$ cat src/rtl/simd_regfile_if.sv
// Bundled write, dual-read and clear-control signals for simd_regfile.
// The master drives the requests; the slave (the register file) returns read data, rd_valid and busy.
interface simd_regfile_if #(
    parameter int LANES  = 4,
    parameter int LANE_W = 8,
    parameter int AW     = 4
);
    logic                    wr_en;
    logic [AW-1:0]           wr_addr;
    logic [LANES-1:0]        wr_mask;
    logic [LANES*LANE_W-1:0] wr_data;
    logic                    rd_en;
    logic [AW-1:0]           rd_addr1;
    logic [AW-1:0]           rd_addr2;
    logic [LANES*LANE_W-1:0] rd_data1;
    logic [LANES*LANE_W-1:0] rd_data2;
    logic                    rd_valid;
    logic                    clr_req;
    logic                    busy;

    modport master (
        output wr_en, wr_addr, wr_mask, wr_data, rd_en, rd_addr1, rd_addr2, clr_req,
        input  rd_data1, rd_data2, rd_valid, busy
    );

    modport slave (
        input  wr_en, wr_addr, wr_mask, wr_data, rd_en, rd_addr1, rd_addr2, clr_req,
        output rd_data1, rd_data2, rd_valid, busy
    );
endinterface

$ cat src/rtl/simd_regfile.sv
// SIMD register file: one lane-masked write port, two registered read ports, sequential clear.
// Define SIMD_REGFILE_BYPASS_EN to forward a same-cycle write into reads of the same address.
//
// state    | meaning
// ---------+---------------------------------------------------------------
// ST_IDLE  | accepting reads, writes and clear requests
// ST_CLEAR | zeroing one entry per cycle at clr_ptr; all requests ignored
module simd_regfile #(
    parameter int LANES  = 4,
    parameter int LANE_W = 8,
    parameter int DEPTH  = 16,
    parameter int AW     = 4
) (
    input  logic          clk,
    input  logic          rst_n,
    simd_regfile_if.slave rf
);
    localparam int DW = LANES * LANE_W;

    localparam logic [0:0] ST_IDLE  = 1'b0;
    localparam logic [0:0] ST_CLEAR = 1'b1;

    logic [0:0]    state;
    logic [AW-1:0] clr_ptr;
    logic [DW-1:0] mem [DEPTH];
    logic [DW-1:0] rd_val1;
    logic [DW-1:0] rd_val2;
    logic          idle;
    logic          wr_ok;
    logic          rd_ok;

    assign idle    = (state == ST_IDLE);
    assign rf.busy = (state == ST_CLEAR);
    // clr_req wins over a same-cycle read or write; those requests are dropped
    assign wr_ok   = idle && rf.wr_en && !rf.clr_req && (int'(rf.wr_addr) < DEPTH);
    assign rd_ok   = idle && rf.rd_en && !rf.clr_req;

    always_comb begin
        rd_val1 = '0;
        rd_val2 = '0;
        if (int'(rf.rd_addr1) < DEPTH) rd_val1 = mem[rf.rd_addr1];
        if (int'(rf.rd_addr2) < DEPTH) rd_val2 = mem[rf.rd_addr2];
`ifdef SIMD_REGFILE_BYPASS_EN
        for (int i = 0; i < LANES; i++) begin
            if (wr_ok && rf.wr_mask[i] && (rf.wr_addr == rf.rd_addr1))
                rd_val1[i*LANE_W +: LANE_W] = rf.wr_data[i*LANE_W +: LANE_W];
            if (wr_ok && rf.wr_mask[i] && (rf.wr_addr == rf.rd_addr2))
                rd_val2[i*LANE_W +: LANE_W] = rf.wr_data[i*LANE_W +: LANE_W];
        end
`endif
    end

    always_ff @(posedge clk or negedge rst_n) begin
        if (!rst_n) begin
            state   <= ST_IDLE;
            clr_ptr <= '0;
        end else begin
            case (state)
                ST_IDLE: begin
                    if (rf.clr_req) begin
                        state   <= ST_CLEAR;
                        clr_ptr <= '0;
                    end
                end
                ST_CLEAR: begin
                    clr_ptr <= clr_ptr + 1'b1;
                    if (clr_ptr == AW'(DEPTH - 1)) state <= ST_IDLE;
                end
                default: state <= ST_IDLE;
            endcase
        end
    end

    always_ff @(posedge clk or negedge rst_n) begin
        if (!rst_n) begin
            for (int e = 0; e < DEPTH; e++) mem[e] <= '0;
        end else if (state == ST_CLEAR) begin
            mem[clr_ptr] <= '0;
        end else if (wr_ok) begin
            for (int i = 0; i < LANES; i++)
                if (rf.wr_mask[i])
                    mem[rf.wr_addr][i*LANE_W +: LANE_W] <= rf.wr_data[i*LANE_W +: LANE_W];
        end
    end

    always_ff @(posedge clk or negedge rst_n) begin
        if (!rst_n) begin
            rf.rd_data1 <= '0;
            rf.rd_data2 <= '0;
            rf.rd_valid <= 1'b0;
        end else begin
            rf.rd_valid <= rd_ok;
            if (rd_ok) begin
                rf.rd_data1 <= rd_val1;
                rf.rd_data2 <= rd_val2;
            end
        end
    end
endmodule
$ cat src/flat_wrapper.sv
// flat-port wrapper written by rule: the top's interface ports become plain ports
module simd_regfile_flat 
#(
    parameter int LANES  = 4,
    parameter int LANE_W = 8,
    parameter int DEPTH  = 16,
    parameter int AW     = 4
)
  (clk, rst_n, rf_wr_en, rf_wr_addr, rf_wr_mask, rf_wr_data, rf_rd_en, rf_rd_addr1, rf_rd_addr2, rf_clr_req, rf_rd_data1, rf_rd_data2, rf_rd_valid, rf_busy);
  simd_regfile_if #(.LANES(LANES), .LANE_W(LANE_W), .AW(AW)) rf_i ();
  input  logic clk;
  input  logic rst_n;
  input wire logic [$bits(rf_i.wr_en)-1:0] rf_wr_en;
  input wire logic [$bits(rf_i.wr_addr)-1:0] rf_wr_addr;
  input wire logic [$bits(rf_i.wr_mask)-1:0] rf_wr_mask;
  input wire logic [$bits(rf_i.wr_data)-1:0] rf_wr_data;
  input wire logic [$bits(rf_i.rd_en)-1:0] rf_rd_en;
  input wire logic [$bits(rf_i.rd_addr1)-1:0] rf_rd_addr1;
  input wire logic [$bits(rf_i.rd_addr2)-1:0] rf_rd_addr2;
  input wire logic [$bits(rf_i.clr_req)-1:0] rf_clr_req;
  output wire logic [$bits(rf_i.rd_data1)-1:0] rf_rd_data1;
  output wire logic [$bits(rf_i.rd_data2)-1:0] rf_rd_data2;
  output wire logic [$bits(rf_i.rd_valid)-1:0] rf_rd_valid;
  output wire logic [$bits(rf_i.busy)-1:0] rf_busy;
  assign rf_i.wr_en = rf_wr_en;
  assign rf_i.wr_addr = rf_wr_addr;
  assign rf_i.wr_mask = rf_wr_mask;
  assign rf_i.wr_data = rf_wr_data;
  assign rf_i.rd_en = rf_rd_en;
  assign rf_i.rd_addr1 = rf_rd_addr1;
  assign rf_i.rd_addr2 = rf_rd_addr2;
  assign rf_i.clr_req = rf_clr_req;
  assign rf_rd_data1 = rf_i.rd_data1;
  assign rf_rd_data2 = rf_i.rd_data2;
  assign rf_rd_valid = rf_i.rd_valid;
  assign rf_busy = rf_i.busy;
  simd_regfile #(.LANES(LANES), .LANE_W(LANE_W), .DEPTH(DEPTH), .AW(AW)) u_core (.clk(clk), .rst_n(rst_n), .rf(rf_i));
endmodule
$ cat config.mk
export PLATFORM = sky130hd
export DESIGN_NAME = simd_regfile_flat
export DESIGN_NICKNAME = d
export VERILOG_FILES = /design/src/rtl/simd_regfile_if.sv /design/src/rtl/simd_regfile.sv /design/src/flat_wrapper.sv
export SDC_FILE = /design/constraint.sdc
export NUM_CORES = 1
export LEC_CHECK = 0
export ABC_CLOCK_PERIOD_IN_PS = 3100
export BUFFER_PORTS_ARGS = -buffer_cell sky130_fd_sc_hd__buf_4
export CORE_ASPECT_RATIO = 1.1
export CORE_UTILIZATION = 45
export DETAILED_ROUTE_END_ITERATION = 16
export PLACE_DENSITY_LB_ADDON = 0.08
export RECOVER_POWER = 25
export SLEW_MARGIN = 20
export SYNTH_ARGS = -nofsm -noshare
export SYNTH_HDL_FRONTEND = slang
export SYNTH_SLANG_ARGS = --single-unit
$ cat constraint.sdc
create_clock -name clk -period 3.1 [get_ports clk]
set_input_delay 0.155 -clock clk [delete_from_list [all_inputs] [get_ports clk]]
set_output_delay 0.155 -clock clk [all_outputs]
set_load 0.05 [all_outputs]
Word-level counts from Yosys, hierarchy flattened
Cells that the tools add are included.
{"block": "op_classes", "bitwise": 7, "n_reduce_logical": 8, "addsub": 1, "n_lt_le_gt_ge": 6, "eq_ne": 2, "muxes": 37}
{"op": "2-to-1 mux 512 bit", "count": 12}
{"op": "bitwise mux 512 bit", "count": 4}
{"op": "demux 32 bit (select 4 bit)", "count": 5}
{"op": "bitwise AND 512 bit", "count": 1}
{"op": "inverter 512 bit", "count": 1}
{"op": "binary-select mux 32 bit (select 4 bit)", "count": 2}
{"op": "2-to-1 mux 32 bit", "count": 6}
{"op": "2-to-1 mux 24 bit", "count": 1}
{"op": ">= comparator 5 bit (second input constant)", "count": 4}
{"op": "inverter 4 -> 5 bit", "count": 4}
{"op": "2-to-1 mux 16 bit", "count": 1}
{"op": "less-than comparator 5 x 1 -> 1 bit (second input constant)", "count": 2}
{"op": "2-to-1 mux 8 bit", "count": 1}
{"op": "case mux 4 bit (2 select lines)", "count": 1}
{"op": "logical AND 1 bit", "count": 6}
{"op": "adder 4 x 1 -> 4 bit (second input constant)", "count": 1}
{"op": "== test 4 bit (second input constant)", "count": 1}
{"op": "2-to-1 mux 4 bit", "count": 1}
{"op": "2-to-1 mux 1 bit", "count": 2}
{"op": "!= test 2 bit (second input constant)", "count": 1}
{"op": "case mux 1 bit (2 select lines)", "count": 1}
{"op": "nonzero test 2 bit", "count": 1}
{"op": "zero test 1 bit", "count": 1}
{"op": "inverter 1 bit", "count": 1}
{"block": "word_totals", "inputBits": 53, "regBits": 582, "out_inout_bits": 66}

Longest topological paths before layout
{"block": "logic_depth", "ltp_word": 21, "mapped_depth": 8, "depth_no_buf": 6}

Worst setup path after synthesis
OpenSTA, ideal clock, no wires.
{"block": "synth_path", "path_kind": "register -> register", "start": "register u_core.state (netlist: u_core.rf.busy)", "end": "register u_core.mem[192] (netlist bit)", "path_buffers": 1, "stages_incl_launch_ff": 6, "period_less_slack_ns": 2.026, "t_arrival_ns": 1.896, "slack_ns": 1.074, "cell_sequence": "dfrtp_1 > clkbuf_1 > or3b_2 > o21ai_2 > nand2_2 > o2bb2ai_1"}
{"block": "synth_via", "elab_chain_len": 4, "word_cells_on_any_way": 5, "classes_between": "mux: 1; bitwise: 1; reduce/logical: 3"}
{"element": "start: declaration", "line_no": "simd_regfile.sv:23", "text": "logic [0:0] state;"}
{"element": "start signal: assignment", "line_no": "simd_regfile.sv:55", "text": "state <= ST_IDLE;"}
{"element": "start signal: assignment", "line_no": "simd_regfile.sv:61", "text": "state <= ST_CLEAR;"}
{"element": "start signal: assignment", "line_no": "simd_regfile.sv:67", "text": "if (clr_ptr == AW'(DEPTH - 1)) state <= ST_IDLE;"}
{"element": "inverter 1 bit"}
{"element": "logical AND 1 bit (2 in series)", "line_no": "simd_regfile.sv:35", "text": "assign wr_ok = idle && rf.wr_en && !rf.clr_req && (int'(rf.wr_addr) < DEPTH);"}
{"element": "nonzero test 2 bit (no source line)"}
{"element": "end signal: indexed assignment", "line_no": "simd_regfile.sv:82", "text": "mem[rf.wr_addr][i*LANE_W +: LANE_W] <= rf.wr_data[i*LANE_W +: LANE_W];"}
{"element": "end: declaration", "line_no": "simd_regfile.sv:25", "text": "logic [DW-1:0] mem [DEPTH];"}
Parallel ways exist; a longest one is shown, timed or not.
A chain may end at the register's enable or synchronous reset.

Worst setup path after layout
{"block": "layout_path", "start": "register u_core.state (netlist: u_core.rf.busy)", "end": "register u_core.mem[475] (netlist bit)"}
The elaborated chain is that of the path after synthesis.

==> flow_summary.toml <==
[sta]
final-max-slew-violation-count = 220
post-route-period-util_pct = 91.0
setup_violations = 0
fin_hold_ws_ns = 0.0303
tightest_slew_ns = 2.10
fin_setup_tns_ns = 0
layout_min_cycle_time_ns = 2.82
setup_ws_ns = 0.278
slew_headroom_pct = -39.8
max_freq_mhz = 354
fin_skew_ns = 0.0117
hold_viol_final = 0
rsz0062_at_grt = "false"

[clock_tree]
htree_levels = 3
worst_skew_pair.late_latency_ns = 0.60
cts.sinks = 582
cts_tree = "yes"
cts_buffers = 66
post_cts_buffers = 0
clk_pin_slew_worst_paths_ns = 0.06
cts_root_buf = "clkbuf_16"
cts_max_path_buffers = 3

[place]
portBuffers = 118
hpwl_um = 68400
place_congestion = 0.962
post-place-ws_ns = 0.483

[drt]
vias_per_cell = 6.88
routedWlPerCell_um = 31.8
drt-total-wl_um = 105000
drtAntennaViolNets = 0
drt_iter0_markers = 2269
vias = 22700
drc = 0
dr.pass1.iters = 5

[worst_hold_path]
hold_start = "rf_wr_data[29]"
hp-class = "in2reg"

[global_route]
grt_pass1_vias = 23000
grt_remaining_overflow = 0
grt_max_degree = 124
grt_usage_pct = 31.9
grt_pass1_wl_um = 156000
antenna_found_initial = 2

[synthesis]
synth.avg_cell_area_um2 = 12.9
synth_commonest_cells = "dfrtp_1 (582), o2bb2ai_1 (480), nand2_1 (223), mux4_2 (186), mux2i_1 (170)"
yosys_warnings = 0
yosysUniqueCellTypes = 46
synth_top_area_cell = "dfrtp_1"
synth_area_leaders = "dfrtp_1 (50%), o2bb2ai_1 (14%), mux4_2 (14%)"
yosysSeqAreaShare_pct = 49.7
synth_top_area_share_pct = 49.7
syn_nets = 2337
syn_inst = 2280
synthArstFlopShare_pct = 100
synth_edf_count = 0
ys_seq_elements = 582
synth_flop_cell = "dfrtp_1"
synthMostInstantiatedCell = "dfrtp_1"
synth_area_um2 = 29300

[critical_path]
crit_type = "reg2reg"
startpoint = "u_core.rf.busy"
critPathRequiredTime_ns = 3.56
cp_max_fo = 24
end_kind = "flip-flop"
r2r_start = "u_core.rf.busy"
cp-start-kind = "flip-flop"
crit_arrival_ns = 3.28

[run_status]
outcome = "finished, violations left"
failed_checks = "max-capacitance violations, max-slew violations"

[layout]
final_net_count = 2459
area_growth_pct = 15.6
drive_gt1_share_pct = 25.6
nFillCells = 5441
final_util_pct = 52.9

[floorplanning]
initial_core_util_pct = 45.8
core_area_um2 = 64100
die_x_um = 245
io_pins = 119
num_rows = 97
die_area_um2 = 66200
die_y_um = 270

[power]
vdd.ir_drop.worst_mv = 0.589
power.density_nw_per_um2 = 753
power.leakage_uw = 0.0142

[run]
cap_violations = 4
==> through the flow <==
stage | cell area (um2) | std cells | power (uW)
floorplan | 29300 | 2280 | 14400
global placement | 31600 | 3171 | 16900
detailed placement | 31600 | 3173 | 17100
CTS | 33900 | 3294 | 25500
global route | 33900 | 3295 | 26400
finish | 33900 | 3295 | 25500
==> cell usage in the layout (no fill, tap or decap), drive strengths merged, types with 10 or more instances in the layout <==
master	n
dfrtp	582
o2bb2ai	480
nand2	243
buf	226
mux4	186
mux2i	170
clkbuf	101
a22oi	96
a21oi	55
nor2	51
o21ai	41
or2	37
mux2	32
a31oi	31
nand4	26
clkinv	10
==> timing repair <==
item / CTS / global route
hold endpoints to repair: 343 / 0
hold buffers: 2 / 0
gates resized for setup: 0 / 0
==> path summary, 6_finish.rpt <==
check | slack, ns | depth (start not counted) | endpoint
worst max-delay path | 0.28 | 5 | u_core.mem[475]
worst min-delay path | 0.03 | 4 | u_core.mem[477]
worst max register to register | 0.28 | 5 | u_core.mem[475]
worst min register to register | 0.50 | 2 | u_core.rf.rd_data2[30]
max in group asynchronous | 0.72 | 3 | u_core.mem[7]
min in group asynchronous | 0.04 | 2 | u_core.mem[385]
==> kinds of logic after synthesis <==
logic type	share of synthesized area, %
buffers and inverters	2.84
multiplexers	21.3
AND/OR/NAND/NOR	6.33
flip-flops	49.7
adder cells (fa/ha/maj)	0.171
XOR/XNOR	0.0597
AO/OA/AOI/OAI	19.6
==> worst max-delay path, stage by stage, from the launching register on <==
cell and delay (ns):
dfrtp_1 0.78, buf_4 0.27, nor3b_1 0.41, a2bb2o_1 0.54, nand2_1 0.43, o2bb2ai_1 0.25
==> metal layers <==
layer  up-vias  global-route usage [%]  routed length, um
met5         -                       0                  0
met4         0                    13.3               4300
met3       244                    5.73               7720
met2      1135                    50.4              49700
met1     12000                    43.3              42900
li1       9293                       -                  -
==> power by group <==
group	internal [uW]	total (uW)	switching, uW	leakage [uW]
Clock	5190	8460	3270	0.00114
Combinational	2650	6820	4170	0.00506
Sequential	8980	10200	1240	0.00803
==> layout make-up <==
| type | instances | area, um2 | share of cell area (%) |
|---|---|---|---|
| multi-input combinational | 1514 | 14000 | 41.2 |
| sequential | 582 | 14600 | 43.0 |
| inverter | 4 | 15.0 | 0.0443 |
| clock buffer | 95 | 1980 | 5.83 |
| timing repair buffer | 234 | 1950 | 5.75 |
| clock inverter | 24 | 359 | 1.06 |
| antenna | 1 | 2.50 | 0.00738 |
| tap | 841 | 1050 | 3.10 |
==> sequential cells by signal, indices dropped and copies added, names as in the netlist <==
signal / cells
u_core.rf.rd_data2: 32
u_core.clr_ptr: 4
u_core.rf.rd_data1: 32
u_core.rf.busy: 1
u_core.rf.rd_valid: 1
u_core.mem: 512
(Power assumes the default switching activity.)
